<file path="src/rtl/rbshift_arb.sv">
// Round-robin arbiter sharing one rotate-right barrel shifter among NREQ requesters.
// Optional build macro RBSHIFT_ARB_DIR_EN adds a per-requester req_dir port (1 = rotate left).

module rbshift #(
    parameter int unsigned WIDTH = 8
) (
    input  logic [WIDTH-1:0]         data,
    input  logic [$clog2(WIDTH)-1:0] amt,
    output logic [WIDTH-1:0]         result_c
);
    localparam int unsigned AW = $clog2(WIDTH);

    // Bit i of the result comes from bit (i + amt) mod WIDTH; WIDTH is a power of two so AW bits wrap.
    always_comb begin
        result_c = '0;
        for (int unsigned i = 0; i < WIDTH; i++) begin
            result_c[i] = data[AW'(i) + amt];
        end
    end
endmodule

module rbshift_arb #(
    parameter int unsigned WIDTH = 8,
    parameter int unsigned NREQ  = 4
) (
    input  logic                            clk,
    input  logic                            rst_n,
    input  logic [NREQ-1:0]                 req_valid,
    output logic [NREQ-1:0]                 req_ready,
    input  logic [NREQ*WIDTH-1:0]           req_data,
    input  logic [NREQ*$clog2(WIDTH)-1:0]   req_amt,
`ifdef RBSHIFT_ARB_DIR_EN
    input  logic [NREQ-1:0]                 req_dir,
`endif
    output logic                            out_valid,
    input  logic                            out_ready,
    output logic [WIDTH-1:0]                out_data,
    output logic [$clog2(NREQ)-1:0]         out_id
);
    localparam int unsigned AW  = $clog2(WIDTH);
    localparam int unsigned IDW = $clog2(NREQ);

    typedef enum logic {
        EMPTY = 1'b0,
        FULL  = 1'b1
    } state_t;

    state_t           state_q;
    state_t           state_d;
    logic [IDW-1:0]   rr_ptr;
    logic [IDW-1:0]   win;
    logic             found;
    logic             can_load;
    logic             accept;
    logic [WIDTH-1:0] win_data;
    logic [AW-1:0]    win_amt;
    logic [AW-1:0]    amt_eff;
    logic [WIDTH-1:0] rot_c;

    // Round-robin search starting at rr_ptr, wrapping at NREQ-1.
    always_comb begin
        int unsigned idx;
        idx   = 0;
        found = 1'b0;
        win   = rr_ptr;
        for (int unsigned k = 0; k < NREQ; k++) begin
            idx = 32'(rr_ptr) + k;
            if (idx >= NREQ) idx = idx - NREQ;
            if (!found && req_valid[IDW'(idx)]) begin
                found = 1'b1;
                win   = IDW'(idx);
            end
        end
    end

    assign can_load = (state_q == EMPTY) | out_ready;
    assign accept   = rst_n & found & can_load;
    assign win_data = req_data[32'(win)*WIDTH +: WIDTH];
    assign win_amt  = req_amt[32'(win)*AW +: AW];

`ifdef RBSHIFT_ARB_DIR_EN
    // Left rotate by a equals right rotate by (WIDTH - a) mod WIDTH; AW-bit wrap does the mod.
    assign amt_eff = req_dir[win] ? (AW'(0) - win_amt) : win_amt;
`else
    assign amt_eff = win_amt;
`endif

    rbshift #(.WIDTH(WIDTH)) u_rbshift (
        .data     (win_data),
        .amt      (amt_eff),
        .result_c (rot_c)
    );

    // Only the winner sees ready, and only when the output register can take a result.
    always_comb begin
        req_ready = '0;
        if (accept) req_ready[win] = 1'b1;
    end

    always_ff @(posedge clk or negedge rst_n) begin
        if (!rst_n) state_q <= EMPTY;
        else        state_q <= state_d;
    end

    always_comb begin
        state_d = state_q;
        case (state_q)
            EMPTY:   if (accept) state_d = FULL;
            FULL:    if (accept) state_d = FULL;
                     else if (out_ready) state_d = EMPTY;
            default: state_d = EMPTY;
        endcase
    end

    assign out_valid = (state_q == FULL);

    // Result payload and priority pointer move only on accept.
    always_ff @(posedge clk or negedge rst_n) begin
        if (!rst_n) begin
            out_data <= '0;
            out_id   <= '0;
            rr_ptr   <= '0;
        end else if (accept) begin
            out_data <= rot_c;
            out_id   <= win;
            rr_ptr   <= (win == IDW'(NREQ - 1)) ? '0 : win + IDW'(1);
        end
    end
endmodule

</file>
<file path="config.mk">
export PLATFORM = sky130hd
export DESIGN_NAME = rbshift_arb
export DESIGN_NICKNAME = d
export VERILOG_FILES = /design/src/rtl/rbshift_arb.sv
export SDC_FILE = /design/constraint.sdc
export NUM_CORES = 1
export LEC_CHECK = 0
export ABC_AREA = 1
export ABC_CLOCK_PERIOD_IN_PS = 3050
export BUFFER_PORTS_ARGS = -buffer_cell sky130_fd_sc_hd__buf_2
export CORE_MARGIN = 2
export CORE_UTILIZATION = 48
export DETAILED_ROUTE_END_ITERATION = 8
export GPL_TIMING_DRIVEN = 0
export PLACE_DENSITY = 0.84
export RECOVER_POWER = 50
export SYNTH_ARGS = -nofsm -noshare
export SYNTH_HDL_FRONTEND = slang
export SYNTH_SLANG_ARGS = --single-unit
</file>
<file path="constraint.sdc">
create_clock -name clk -period 3.05 [get_ports clk]
set_input_delay 0.1525 -clock clk [delete_from_list [all_inputs] [get_ports clk]]
set_output_delay 0.1525 -clock clk [all_outputs]
set_load 0.05 [all_outputs]
</file>
==> summary.txt <==
clock skew - 1.33 ps
Via density - 5.07
TritonCTS clock tree - built
Mapped Nets - 410
reg2reg path depth - 21
#FFs+latches synth - 13
Bufs on Longest Clock Path - 2
Yosys top cell by area - nand2_1
Post-Syn Instances - 354
Cell Rows - 23
Post-DP HPWL - 4060 µm
grt total ovfl - 0
CTS clk-pin slew, worst paths - 50 ps
fillers - 425
initial antenna violation count - 0
Area Overhead vs Synth - 22.1%
final-report hold violation count - 0
final setup fails - 0
PortBufs - 65
initial core utilization - 49.6%
H-tree levels - 1
worst setup path class - reg2out
Chip Width - 68.0 µm
Die Y - 68.0 µm
largest cells by area after synthesis - nand2_1, nand3_1, dfrtp_1
Worst EP required - 2900 ps
most common cell after layout, fill and taps aside - nand2_1
gp weighted congestion - 0.872
max_cap viols - 0
Tcrit/Tclk final - 87.7%
vias in the first global route - 1900
IO Pins - 66
post-CTS sizing - 0
later-pin clock latency in the skew report - 250 ps
Post-CTS Hold Buffers - 1
RSZ-0062 raised after global routing - no
All-Layer GR Usage - 21.7%
max-slew violations - 0
status - complete, no violations
final wirelength - 5020 µm
post-synth top area share - 34.1%
fraction of layout cells with a size suffix above 1 - 23.3%
cell area after synthesis - 0.00197 mm²
Die ar. - 0.00463 mm²
maximum clock rate - 374 MHz
fin nets - 481
largest net degree at the start of global routing - 15
Avg WL per Cell - 10.6 µm
global-route wire length before repair - 8040 µm
total CTS buffers - 3
First DRT Iteration DRCs - 161
postcts setup bufs - 0
most frequent cells in the layout - nand2_1, nand3_1, buf_2
Pre-Repair DR Iteration Count - 5
Final ANT Viol Nets - 0
via count - 2402
Arr. time, crit path - 2520 ps
Ant. Diodes - 0
Final min period - 2670 ps
syn avg cell area - 5.56 µm²
hold crit path type - in2reg
clock sink count - 13
setup TNS - 0 ps
Core ar. - 0.00397 mm²
yosys warns - 0
CP Max Fanout - 11
WHS Path Cells - 2
Root Buffer - clkbuf_8
distinct cell type count after synthesis - 21
post-synthesis sequential area ratio - 16.5%
DRC - 0
Slew headroom - 60.0%
Tightest Pin Transition - 603 ps
CP startpoint kind - register
Crit. End Element - output port
==> worst max-delay path, stage by stage (launching register included) <==
cell,delay (ps)
dfrtp_1,360
buf_4,160
inv_4,90
nand2_1,70
nand2_2,100
nand2_1,70
nand2_1,130
nand3_1,140
nand3_1,90
nand3_1,80
nand2_1,100
buf_4,180
buf_6,170
ha_1,150
inv_1,30
nor2_1,80
buf_2,270
==> through the flow <==
step           setup WS [ps]  cells  util (%)  area, µm²  hold slack (ps)
5_1_grt                  100    474      60.5       2400              102
6_report                 376    474      60.5       2400             96.5
2_1_floorplan            579    354         -       1970             -143
3_5_place_dp             466    469      59.3       2360             52.6
3_3_place_gp             540    469      59.3       2360             48.3
4_1_cts                  361    474      60.7       2410             93.4
==> routing by layer <==
| metal | vias to the layer above | track usage, % | share of wire [%] |
|---|---|---|---|
| met1 | 1045 | 30.9 | 47 |
| li1 | 1277 | - | - |
| met4 | 0 | 7.50 | 1.1 |
| met5 | - | 0 | 0 |
| met2 | 75 | 35.3 | 47 |
| met3 | 5 | 0.493 | 5.2 |
==> logic make-up (layout without fill, tap and decap cells) <==
group / Yosys count / after routing / share of synthesized area (%)
AND/OR/NAND/NOR: 290 / 290 / 66.1
XOR/XNOR: 4 / 4 / 1.78
buffers and inverters: 36 / 106 / 10.9
adder cells (fa/ha/maj): 5 / 5 / 3.18
flip-flops: 13 / 13 / 16.5
AO/OA/AOI/OAI: 6 / 6 / 1.53
==> cells in the mapped netlist <==
library cell / count
nand3b_1: 4
nand4_2: 1
inv_4: 1
o21ai_0: 6
buf_6: 7
nand2_4: 4
clkbuf_1: 1
buf_2: 2
nand3_1: 82
nor2_1: 6
dfrtp_1: 13
buf_4: 6
nand2_2: 12
inv_2: 3
nand4_4: 1
ha_1: 5
inv_1: 16
nor2_4: 1
xor2_1: 1
nand2_1: 179
xnor2_1: 3
==> worst paths after layout <==
kind                                start           end  slack (ps)
worst max-delay path            rr_ptr[1]  req_ready[0]         380
worst min register to register  out_id[0]     out_id[0]         480
worst min-delay path            out_ready     out_valid         100
min in group asynchronous           rst_n     out_id[0]         330
max in group asynchronous           rst_n   out_data[7]        2500
worst max register to register  rr_ptr[1]   out_data[1]         450
==> layout make-up <==
class	count	area, µm²	share of cell area, %
repair buffers	66	327	13.6
multi-input cells	305	1430	59.4
plain buffers	16	138	5.73
well taps	50	62.6	2.60
inverters	20	77.6	3.23
flip-flops and latches	13	325	13.5
clock buffers	4	45.0	1.88
==> sequential cells by signal, indices dropped and copies added (netlist names) <==
signal and cells:
out_valid 1, rr_ptr 2, out_id 2, out_data 8
Power is left out: the tool's default activity adds up to more than one toggle a clock period on the data nets, which glitch-free logic cannot reach.
